[config.mk]
export PLATFORM = sky130hd
export DESIGN_NAME = array_div_sequential
export DESIGN_NICKNAME = d
export VERILOG_FILES = /design/src/rtl/array_div_sequential_pkg.sv /design/src/rtl/array_div_sequential_step.sv /design/src/rtl/array_div_sequential.sv
export SDC_FILE = /design/constraint.sdc
export NUM_CORES = 1
export LEC_CHECK = 0
export CORE_ASPECT_RATIO = 1.4
export CORE_UTILIZATION = 51
export DETAILED_ROUTE_END_ITERATION = 7
export PLACE_DENSITY = 0.85
export SLEW_MARGIN = 10
export SYNTH_ARGS = -nofsm -noshare
export SYNTH_HDL_FRONTEND = slang
export SYNTH_SLANG_ARGS = --single-unit
[constraint.sdc]
create_clock -name clk -period 2.27 [get_ports clk]
set_clock_uncertainty 0.1 [all_clocks]
set_input_delay 0.3405 -clock clk [delete_from_list [all_inputs] [get_ports clk]]
set_output_delay 0.3405 -clock clk [all_outputs]
set_load 0.01 [all_outputs]
[src/rtl/array_div_sequential_pkg.sv]
// Shared constants and FSM encoding for the sequential 8-by-4 divider.
// DIVIDEND_W / DIVISOR_W set the operand widths; ITER is the number of
// restoring steps (one quotient bit per step).
package array_div_sequential_pkg;

  localparam int DIVIDEND_W = 8;
  localparam int DIVISOR_W  = 4;
  localparam int ITER       = 8;

  typedef enum logic [1:0] {
    ST_IDLE = 2'd0,
    ST_RUN  = 2'd1,
    ST_DONE = 2'd2
  } state_t;

endpackage

[src/rtl/array_div_sequential_step.sv]
// div_step_5bit: one combinational restoring-division step.
// Ports:
//   rem_in  [4:0] already-shifted partial remainder {R[3:0], dividend bit}
//   divisor [3:0] unsigned divisor
//   rem_out [4:0] partial remainder after the step
//   q_bit         quotient bit produced by this step (1 = subtract kept)
module div_step_5bit
  import array_div_sequential_pkg::*;
(
  input  logic [DIVISOR_W:0]   rem_in,
  input  logic [DIVISOR_W-1:0] divisor,
  output logic [DIVISOR_W:0]   rem_out,
  output logic                 q_bit
);

  // One extra bit on top of the 5-bit trial acts as the borrow flag.
  logic [DIVISOR_W+1:0] diff;

  always_comb begin
    diff    = {1'b0, rem_in} - {2'b00, divisor};
    q_bit   = ~diff[DIVISOR_W+1];
    rem_out = q_bit ? diff[DIVISOR_W:0] : rem_in;
  end

endmodule

[src/rtl/array_div_sequential.sv]
// array_div_sequential: 8-bit by 4-bit unsigned restoring divider, one
// quotient bit per clock, MSB first.
// Ports:
//   clk, rst            clock and synchronous active-high reset
//   start               request; only looked at in IDLE
//   dividend, divisor   operands, captured on the accepting edge
//   busy                high while a non-zero-divisor division is running
//   done                one-cycle result-valid pulse
//   quotient, remainder results, held until the next completion or reset
//   div_by_zero         last accepted divisor was zero
// Timing (accepting edge N): RUN for 8 cycles, DONE entered at N+8 with the
// results loaded, done pulse in the cycle after N+9, IDLE again after N+9.
// busy and done are registered, so they trail the FSM by one edge. A zero
// divisor goes IDLE->DONE at N and pulses done in the cycle after N+1.
module array_div_sequential
  import array_div_sequential_pkg::*;
(
  input  logic                  clk,
  input  logic                  rst,
  input  logic                  start,
  input  logic [DIVIDEND_W-1:0] dividend,
  input  logic [DIVISOR_W-1:0]  divisor,
  output logic                  busy,
  output logic                  done,
  output logic [DIVIDEND_W-1:0] quotient,
  output logic [DIVISOR_W-1:0]  remainder,
  output logic                  div_by_zero
);

  typedef logic [DIVISOR_W:0] rem_t;

  state_t                state_q, state_d;
  logic [2:0]            cnt_q, cnt_d;
  rem_t                  rem_q, rem_d;
  // Dividend shift register; quotient bits shift in from the bottom, so
  // after the last step it holds the full quotient.
  logic [DIVIDEND_W-1:0] dvd_q, dvd_d;
  logic [DIVISOR_W-1:0]  dvs_q, dvs_d;
  logic [DIVIDEND_W-1:0] quotient_q, quotient_d;
  logic [DIVISOR_W-1:0]  remainder_q, remainder_d;
  logic                  dbz_q, dbz_d;
  logic                  busy_q, busy_d;
  logic                  done_q, done_d;

  rem_t step_rem_in;
  rem_t step_rem_out;
  logic step_q_bit;

  // R[4] is always zero between steps (R < divisor), so the shift simply
  // drops it off the top.
  assign step_rem_in = rem_t'({rem_q, dvd_q[DIVIDEND_W-1]});

  div_step_5bit u_step (
    .rem_in  (step_rem_in),
    .divisor (dvs_q),
    .rem_out (step_rem_out),
    .q_bit   (step_q_bit)
  );

  always_comb begin
    state_d     = state_q;
    cnt_d       = cnt_q;
    rem_d       = rem_q;
    dvd_d       = dvd_q;
    dvs_d       = dvs_q;
    quotient_d  = quotient_q;
    remainder_d = remainder_q;
    dbz_d       = dbz_q;

    case (state_q)
      ST_IDLE: begin
        if (start) begin
          dvd_d = dividend;
          dvs_d = divisor;
          rem_d = '0;
          cnt_d = '0;
          if (divisor != '0) begin
            state_d = ST_RUN;
          end else begin
            state_d     = ST_DONE;
            quotient_d  = '1;
            remainder_d = dividend[DIVISOR_W-1:0];
            dbz_d       = 1'b1;
          end
        end
      end
      ST_RUN: begin
        rem_d = step_rem_out;
        dvd_d = {dvd_q[DIVIDEND_W-2:0], step_q_bit};
        cnt_d = cnt_q + 3'd1;
        if (cnt_q == 3'(ITER - 1)) begin
          state_d     = ST_DONE;
          quotient_d  = {dvd_q[DIVIDEND_W-2:0], step_q_bit};
          remainder_d = step_rem_out[DIVISOR_W-1:0];
          dbz_d       = 1'b0;
        end
      end
      ST_DONE: begin
        state_d = ST_IDLE;
      end
      default: begin
        state_d = ST_IDLE;
      end
    endcase

    // busy spans the RUN cycles plus the DONE-entry cycle, ending exactly
    // as done rises.
    busy_d = (state_d == ST_RUN) || (state_q == ST_RUN);
    done_d = (state_q == ST_DONE);
  end

  always_ff @(posedge clk) begin
    if (rst) begin
      state_q     <= ST_IDLE;
      cnt_q       <= '0;
      rem_q       <= '0;
      dvd_q       <= '0;
      dvs_q       <= '0;
      quotient_q  <= '0;
      remainder_q <= '0;
      dbz_q       <= 1'b0;
      busy_q      <= 1'b0;
      done_q      <= 1'b0;
    end else begin
      state_q     <= state_d;
      cnt_q       <= cnt_d;
      rem_q       <= rem_d;
      dvd_q       <= dvd_d;
      dvs_q       <= dvs_d;
      quotient_q  <= quotient_d;
      remainder_q <= remainder_d;
      dbz_q       <= dbz_d;
      busy_q      <= busy_d;
      done_q      <= done_d;
    end
  end

  assign busy        = busy_q;
  assign done        = done_q;
  assign quotient    = quotient_q;
  assign remainder   = remainder_q;
  assign div_by_zero = dbz_q;

endmodule

### Word-level counts from Yosys, hierarchy flattened

Index checks and enable logic that the tools add are counted.

| cells by class | value |
|---|---|
| $add $sub $neg | 2 |
| equality and inequality tests | 7 |
| multiplexer cells | 23 |
| bitwise logic cells | 1 |
| reductions and logical operators | 7 |

Operator list:

| operator | number |
|---|---|
| $mux 8 | 4 |
| $pmux 8 s2 | 2 |
| $mux 4 | 5 |
| $pmux 4 s2 | 2 |
| $mux 2 | 3 |
| $ne 2x2->1 const B | 3 |
| $pmux 3 s2 | 1 |
| $sub 5x4->6 | 1 |
| $eq 2x1->1 const B | 2 |
| $pmux 2 s2 | 1 |
| $reduce_and 2->1 | 2 |
| $reduce_and 4->1 | 1 |
| $reduce_bool 4->1 | 1 |
| $add 3x1->3 const B | 1 |
| $eq 3x3->1 const B | 1 |
| $mux 1 | 3 |
| $mux 3 | 1 |
| $eq 2x2->1 const B | 1 |
| $logic_not 2->1 | 1 |
| $pmux 1 s2 | 1 |
| $reduce_bool 2->1 | 1 |
| $logic_or 1x1->1 | 1 |
| $not 1->1 | 1 |

| storage, ports and cells | value |
|---|---|
| register bits | 36 |
| bits of input ports | 15 |
| output and inout bits | 15 |
| logic and storage cells | 50 |

### Logic depth before layout (Yosys ltp)

Gate-level depths: netlist of the first run.

| depth | value |
|---|---|
| depth after elaboration | 6 |
| mapped depth | 8 |
| gate-level depth less buffers | 8 |

### Cells and area by module

A second synthesis of the first run with hierarchy kept.

| second synthesis, totals | value |
|---|---|
| cells, all modules | 188 |
| area, all modules | 1,732.9 um^2 |

By module, submodules not included:

| module | times used | cells an instance | area an instance (um^2) | sequential area each (um^2) |
|---|---|---|---|---|
| array_div_sequential | 1 | 160 | 1,497.7 | 720.7 |
| div_step_5bit | 1 | 28 | 235.2 | 0.0 |

### Worst setup path after synthesis of the first run

Ideal clock, no wire load.

| timing | value |
|---|---|
| path type | register to register |
| from | register dvs_q[1] |
| to | register remainder_q[3], in the netlist remainder[3] |
| library setup time | 0.133 ns |
| arrival | 1.676 ns |
| required time | 2.037 ns |
| path slack | 0.361 ns |
| stages on the path, launching flop included | 8 |
| path buffers | 0 |
| period minus slack after synthesis | 1.909 ns |
| cells stage by stage | dfxtp_1 > inv_1 > ha_1 > nor2b_1 > o21ai_0 > or4b_2 > o2111ai_1 > a311oi_1 |

| between the ends | value |
|---|---|
| word-level cells in the longest chain between the ends | 4 |

RTL lines:

| what | RTL line | text |
|---|---|---|
| from (decl) | array_div_sequential.sv:38 | `logic [DIVISOR_W-1:0] dvs_q, dvs_d;` |
| from (signal assigned) | array_div_sequential.sv:129 | `dvs_q <= dvs_d;` |
| $sub 5x4->6 | array_div_sequential_step.sv:20 | `diff = {1'b0, rem_in} - {2'b00, divisor};` |
| $mux 4 | array_div_sequential_step.sv:22 | `rem_out = q_bit ? diff[DIVISOR_W:0] : rem_in;` |
| $mux 4 | array_div_sequential.sv:91 | `if (cnt_q == 3'(ITER - 1)) begin` |
| $pmux 4 s2 | array_div_sequential.sv:70 | `case (state_q)` |
| to (signal assigned) | array_div_sequential.sv:131 | `remainder_q <= remainder_d;` |
| to (decl) | array_div_sequential.sv:40 | `logic [DIVISOR_W-1:0] remainder_q, remainder_d;` |

No other way between the ends. The select of a mux whose other input is x is not followed.
A chain may end at the register's enable or synchronous reset.

### Final worst setup path of the first run

Same ends and word-level chain as after synthesis.

==> flow_metrics.py, run 1 <==
metrics = {
    "status": {
        "status": "complete, no violations",
    },
    "pwr": {
        "powerDensity_nw_per_um2": 733,
        "vdd_drop_max_mv": 0.685,
        "leakagePower_uw": 0.000735,
        "p_total_uw": 1500,
    },
    "logic_synthesis": {
        "syn_area_um2": 1590,
        "yosysWarnings": 0,
        "syn_inst": 184,
        "ys_seq_area_frac": 0.453,
        "postSynthNetCount": 206,
        "synth.avg_cell_area_um2": 8.64,
        "ys_seq_elements": 36,
        "synth.distinct_cells": 35,
    },
    "layout": {
        "fillerInstances": 227,
        "insertedDiodeCount": 0,
        "seq_area_um2": 721,
        "area_growth_syn_to_layout_pct": 28.5,
        "instances_no_fill": 252,
        "nNetsFinal": 236,
        "multi_input_area_um2": 793,
        "drive_gt1_frac": 0.112,
    },
    "worst_setup_path": {
        "regToRegSetupSlack_ps": 220,
        "critical_path.cell_chain": "inv_1 -> ha_1 -> nor2b_1 -> o21ai_0 -> or4b_2 -> o2111ai_1 -> a311oi_1",
        "worst_ep_required_time_ps": 2340,
        "worst_setup_path_start_kind": "register",
        "timing.rr.start": "dvs_q[1]",
        "timing.rr.end": "remainder[3]",
        "worstPathArrival_ps": 2120,
        "cp_max_fo": 3,
        "max_stage_delay_ps": 590,
        "r2r_cells": 7,
        "slowest_stage": "or4b_2",
        "path_class": "reg2reg",
        "endpoint_kind": "register",
    },
    "sta": {
        "tns_ps": 0,
        "slew_headroom": 0.582,
        "setup_viol_count_final": 0,
        "rsz0062_at_grt": "false",
        "drv_slew": 0,
        "final-hold-violation-count": 0,
        "period_minus_slack_ps": 2050,
        "finalCritPeriodShare": 0.904,
        "worstMarginPinSlew_ps": 627,
        "clock.fmax_mhz": 487,
    },
    "clock_network": {
        "cts_tree": "done",
        "clockBufferDepth": 2,
        "htreeDepth": 2,
        "cts_resized": 0,
        "clock-sinks": 36,
        "cts_buffers": 5,
        "post_cts_buffers": 0,
        "clk_latency_ps": 290,
        "cts_root_buf": "clkbuf_8",
        "cts.clk_slew.worst_paths_ps": 70,
        "hold_buffers": 0,
    },
    "routing": {
        "antenna_left": 0,
        "drtPass1Iterations": 4,
        "drt-wirelength-per-cell_um": 14.1,
        "totalWireLength_um": 3560,
        "drtIter0Drc": 44,
        "viasPerCell": 5.71,
        "drc": 0,
        "vias": 1438,
    },
    "job": {
        "max-cap-violations": 0,
    },
    "worst_hold_path": {
        "holdPathEnd": "dvs_q[3]",
        "hold-path-cell-count": 2,
        "hold_start": "dvs_q[3]",
        "holdCritPathClass": "reg2reg",
    },
    "placement": {
        "dp.cells": 244,
        "place.gp.congestion": 0.792,
        "hpwlAfterDp_um": 2510,
        "io_buffer_count": 29,
    },
    "floorplanning": {
        "core_um2": 2910,
        "num_rows": 23,
        "start_util": 0.547,
        "die_w_um": 49.2,
        "die_area_um2": 3350,
        "die_h_um": 68.1,
        "io_pins": 30,
    },
    "global_route": {
        "grt_first_pass_wirelength_um": 5820,
        "grt_max_degree": 29,
        "antenna_found_initial": 0,
        "grt_pass1_vias": 1384,
        "grt_use_total": 0.233,
        "gr-total-overflow": 0,
    },
}
[layout by cell type, fill, tap and decap left out, drive strengths merged]
cell type       n
nand3           2
ha              6
nor4            1
o2111ai         1
o21ai           3
nand3b          1
clkinv          1
a211oi          5
a31oi           1
nor2           25
or3b            1
a21oi          16
o21a            1
o211ai          2
nor2b           3
or4b            1
o31ai           1
o22ai           1
bufinv          1
a311oi         10
o31a            1
clkbuf          5
a22oi           2
nor3            3
xnor2           1
dfxtp          36
nand2          36
or2             1
nand2b          3
buf             5
nor3b           3
clkdlybuf4s50  29
fa              1
inv             5
clkinvlp        1
[cell type report]
type / count / area share
multi-input combinational: 132 / 0.388
sequential: 36 / 0.353
timing repair buffer: 34 / 0.173
clock buffer: 5 / 0.0337
tap: 37 / 0.0227
clock inverter: 3 / 0.0208
inverter: 5 / 0.00919
[Yosys cell counts, drive strengths merged]
master	n	area (um^2)
a211oi	5	62.6
a21oi	16	83.8
a22oi	2	15.0
a311oi	10	93.8
a31oi	1	6.26
buf	4	31.3
clkbuf	7	26.3
dfxtp	36	721
fa	1	20.0
ha	6	75.1
inv	5	18.8
nand2	36	135
nand2b	3	18.8
nand3	2	10.0
nand3b	1	7.51
nor2	25	93.8
nor2b	3	18.8
nor3	3	15.0
nor3b	3	22.5
nor4	1	12.5
o2111ai	1	8.76
o211ai	2	15.0
o21a	1	7.51
o21ai	3	15.0
o22ai	1	6.26
o31a	1	8.76
o31ai	1	7.51
or2	1	6.26
or3b	1	8.76
or4b	1	10.0
xnor2	1	8.76
[registers in the layout, indices dropped and copies added, names as in the netlist]
register / cells
state_q: 2
rem_q: 4
done: 1
div_by_zero: 1
remainder: 4
dvd_q: 8
busy: 1
quotient: 8
dvs_q: 4
cnt_q: 3
[critical path: cells and delay by family (launching register included)]
family | cells | cell delay, ps
flops | 1 | 340
simple gates | 2 | 740
buf+inv | 1 | 70
fa+ha+maj | 1 | 270
compound gates | 3 | 410
[logic make-up (layout without fill, tap and decap cells)]
logic type	Yosys count	in the layout	share of synthesized area
flops	36	36	0.453
buf+inv	16	47	0.0480
compound gates	44	44	0.208
fa+ha+maj	7	7	0.0598
simple gates	80	80	0.226
xor+xnor	1	1	0.00551
[per-stage QoR]
step | hold WS [ps] | utilization | setup slack, ps | cell area [um^2]
4_1_cts | 361 | 0.703 | 211 | 2040
2_1_floorplan | 336 | - | 361 | 1590
3_3_place_gp | 345 | 0.665 | 213 | 1930
6_report | 361 | 0.703 | 217 | 2040
3_5_place_dp | 351 | 0.665 | 156 | 1930
5_1_grt | 390 | 0.703 | 114 | 2040
[report_power, final]
part           switching (uW)  internal (uW)  leakage (uW)  total, uW
registers                23.7            666      0.000294        690
logic                     139            108      0.000387        247
clock network             236            325     0.0000541        560
[worst max path at each step]
stage / slack [ps] / start / endpoint
floorplan: 360 / dvs_q[1] / remainder[3]
global placement: 210 / divisor[0] / remainder[2]
detailed placement: 160 / divisor[0] / remainder[0]
CTS: 210 / dvs_q[1] / remainder[3]
global route: 110 / dvs_q[1] / remainder[3]
finish: 220 / dvs_q[1] / remainder[3]
[per-layer routing]
layer  vias to the layer above  global-route usage  part of all wire
met5                         -                   0                 0
met4                         0               0.136             0.020
met2                        40               0.430              0.54
met3                         6              0.0578             0.042
met1                       691               0.238              0.40
li1                        701                   -                 -
(Power assumes the default switching activity.)
==> run 2: changes to the inputs <==
--- a/config.mk
+++ b/config.mk
@@ -5,6 +5,7 @@
 export SDC_FILE = /design/constraint.sdc
 export NUM_CORES = 1
 export LEC_CHECK = 0
+export CAP_MARGIN = 20
 export CORE_ASPECT_RATIO = 1.4
 export CORE_UTILIZATION = 51
 export DETAILED_ROUTE_END_ITERATION = 7
==> results of run 2 <==
No change in the layout: final DEF, timing and power equal those of run 1.
==> RTL change 1: new RTL, flow settings as in run 2 <==
Set the package constant `DIVIDEND_W` to 9 (it was 8).
--- a/src/rtl/array_div_sequential_pkg.sv
+++ b/src/rtl/array_div_sequential_pkg.sv
@@ -3,7 +3,7 @@
 // restoring steps (one quotient bit per step).
 package array_div_sequential_pkg;
 
-  localparam int DIVIDEND_W = 8;
+  localparam int DIVIDEND_W = 9;
   localparam int DIVISOR_W  = 4;
   localparam int ITER       = 8;
 
Interface: changed (resized dividend and quotient); port bits go from 30 to 32. No check against the original RTL was run, so the function may have changed too.
==> RTL change 1 against run 2 <==
Area after synthesis up 5.4%. Wire length up 2.5%. Sequential cell count up 2. Setup slack better by 0.0049 ns. Cell count up 5.2%. Cell area up 3.9%. Total power down 2.8%. Core utilization down 2.3 points.
==> RTL change 1: results (changes against run 2) <==
number of buffers added on ports=31 (+6.9%); asr flop ratio synth=0% (unchanged); post-synthesis xor/xnor area fraction=0.522% (-0.028 points); fin cells=265 (+5.2%); Syn. warnings=0 (unchanged); layout cell share with drive strength beyond 1=11.1% (-0.10 points); Final nets=248 (+5.1%); Setup Fix Bufs, Post-CTS=0 (unchanged); count of final max-slew check failures=0 (unchanged); CTS buffer count=5 (unchanged); Inserted Diodes=0 (unchanged); Area after DPL=2030 um^2 (+5.1%); Syn Nets=216 (+4.9%); Yosys cell types=37 (+5.7%); first-pass GRT wire length=6330 um (+8.8%); root buffer cell=clkbuf_8; initial antenna violation count=0 (unchanged); hpwl dp=2610 um (+4.2%); outcome=finished, final reports clean; Synth top cells by count=dfxtp_1, nand2_1, nor2_1, a21oi_1, a311oi_1; Synth Flop Type=dfxtp_1; Worst path max stage delay=0.47 ns (-0.12 ns); clk_lat worst skew=0.29 ns (about the same); CTS H-tree lvls=2 (unchanged); Fill cells=269 (+19%); Iteration-0 DRC Markers=40 (-9.1%); Synth Area in Adders=5.67% (-0.31 points); crit path DAT=2.10 ns (-0.02 ns); hold crit path type=flop to flop; vias per std cell=5.65 (-1.0%); Worst R2R Path Depth=7 (unchanged); mux share of post-synthesis cell area=0% (unchanged); leakage power=0.767 nW (+4.3%); sequential power=0.728 mW (+5.5%); Clock transition at path regs=0.07 ns (about the same); hold path depth=2 (unchanged); sw frac=27.3% (+0.67 points); Crit-path slowest cell=or4_1; setup TNS=0 ns (unchanged); Synth Area in Compound Gates=20.9% (+0.12 points); Seq/Total Area, Yosys=45.4% (+0.054 points); post-cts repair resize count=0 (unchanged); ranking of synthesized cells by area=dfxtp_1, nand2_1, nor2_1; Clock power frac=32.5% (-4.9 points); Avg WL per Cell=13.8 um (-2.6%); pre-CTS setup slack=0.00369 ns (-0.153 ns); gpl congestion=0.864 (+9.1%); Flop pwr share=50.0% (+3.9 points); Avg Cell Area, Syn=8.69 um^2 (+0.51%); GRT Total Usage=24.2% (+0.90 points); CP Max Fanout=3 (unchanged); Tightest Pin Transition=0.660 ns (+0.0322 ns); DP Cell Count=257 (+5.3%); Max VDD drop=514 uV (-25%); vias in the first global route=1346 (-2.7%); largest net degree at the start of global routing=39 (+34%)
-- RTL change 1: area by class of cell --
class	instances	area, um^2	share of cell area (%)
clock buffer	7	86.3	4.07
clock inverter	1	5.00	0.236
inverter	5	18.8	0.884
multi-input combinational	138	835	39.3
sequential	38	761	35.8
tap	39	48.8	2.30
timing repair buffer	37	368	17.3
-- RTL change 1: kinds of logic after synthesis --
family	after synthesis
XOR/XNOR	1
AND/OR/NAND/NOR	82
adder cells (fa/ha/maj)	7
flip-flops	38
buffers and inverters	17
AO/OA/AOI/OAI	48
-- RTL change 1: worst paths after layout --
check	start	to	slack [ns]
worst max-delay path	dvs_q[1]	remainder[3]	0.22
worst min-delay path	dvs_q[3]	dvs_q[3]	0.36
worst max register to register	dvs_q[1]	remainder[3]	0.22
worst min register to register	dvs_q[3]	dvs_q[3]	0.36
-- RTL change 1: metal layers --
metal  wire [um]  GRT usage, %
met1        1520          30.2
met2        1790          37.5
met3         204          5.92
met4         125          13.3
met5           0             0
==> RTL change 2: new RTL, config.mk and constraints of run 2 <==
Made on the original files. Put one more register stage on the output `div_by_zero`, without a reset. The value now appears one clock later. The other outputs are not delayed to match.
--- a/src/rtl/array_div_sequential.sv
+++ b/src/rtl/array_div_sequential.sv
@@ -139,7 +139,9 @@
   assign done        = done_q;
   assign quotient    = quotient_q;
   assign remainder   = remainder_q;
-  assign div_by_zero = dbz_q;
+  always_ff @(posedge clk) begin
+    div_by_zero <= dbz_q;
+  end
 
 endmodule
 
Check against the original RTL: not equivalent (a bounded check fails within 4 cycles, from zero or initial values and one cycle with rst high).
==> RTL change 2 against run 2 <==
Count of clock-buffer cells in the layout unchanged. Sequential cell count grew 1. Critical path depth shrank 1. Setup slack better by 0.041 ns. First-iteration DRC count fell by 20%. Cell area up 2.3%. Wire length increased by 4.0%. Total power increased by 9.1%. Area after synthesis increased by 1.3%. Highest routed layer unchanged.
==> RTL change 2: results (changes against run 2) <==
post-synthesis xor/xnor area fraction=0.544% (-0.0068 points); Endpoint, Worst Hold=div_by_zero; Synth Area in Adders=5.91% (-0.074 points); vias in the first global route=1344 (-2.9%); ranking of synthesized cells by area=dfxtp_1, nand2_1, nor2_1; leakage power=0.758 nW (+3.1%); Synth top cells by count=dfxtp_1, nand2_1, nor2_1, a21oi_1, a311oi_1; reg2reg start=rem_q[0]; outcome=finished, final reports clean; first-pass GRT wire length=5840 um (+0.24%); Iteration-0 DRC Markers=35 (-20%); crit path DAT=2.07 ns (-0.05 ns); final WL=3700 um (+4.0%); DR vias=1449 (+0.76%); Post-Route M1 WL=1520 um (+6.2%); Tightest Pin Transition=0.694 ns (+0.0667 ns); Max VDD drop=564 uV (-18%); GRT Total Usage=23.0% (-0.22 points); Worst R2R Setup Slack=0.26 ns (+0.04 ns); met2 wire len=1960 um (+2.9%); largest net degree at the start of global routing=26 (-10%); pre-CTS setup slack=0.142 ns (-0.0146 ns); gpl congestion=0.785 (-0.78%); met3 usage=5.56% (-0.22 points); met2 Use GR=44.0% (+1.0 points); Hold Slack=0.264 ns (-0.0975 ns); layout cell share with drive strength beyond 1=11.1% (-0.052 points); Avg Cell Area, Syn=8.70 um^2 (+0.71%); post-layout instance area=2090 um^2 (+2.3%); Final nets=237 (+0.42%); Seq/Total Area, Yosys=46.0% (+0.68 points)
## RTL change 2: changes by cell type in the layout (fill, tap and decap cells not counted), sizes merged
cell | before | now
clkinvlp | 1 | 0
inv | 5 | 6
bufinv | 1 | 2
dfxtp | 36 | 37
clkinv | 1 | 0
## RTL change 2: how the worst max path moves through the flow
stage,startpoint,end,cells after the start
6_report,rem_q[0],remainder[3],6
5_1_grt,dvs_q[1],remainder[2],7
4_1_cts,dvs_q[1],remainder[3],7
3_5_place_dp,divisor[0],remainder[2],7
3_3_place_gp,divisor[0],remainder[2],7
2_1_floorplan,dvs_q[1],remainder[3],7
## RTL change 2: power breakdown
group | leakage, nW | internal [mW] | switching (mW)
clock network | 0.0687 | 0.442 | 0.237
logic | 0.387 | 0.107 | 0.138
registers | 0.302 | 0.684 | 0.0254
## RTL change 2: final cells by class
cell class,count,area share [%]
clock buffer,5,3.29
multi-input combinational,132,38.0
sequential,37,35.4
tap,37,2.22
inverter,5,0.898
timing repair buffer,34,16.9
clock inverter,3,3.29
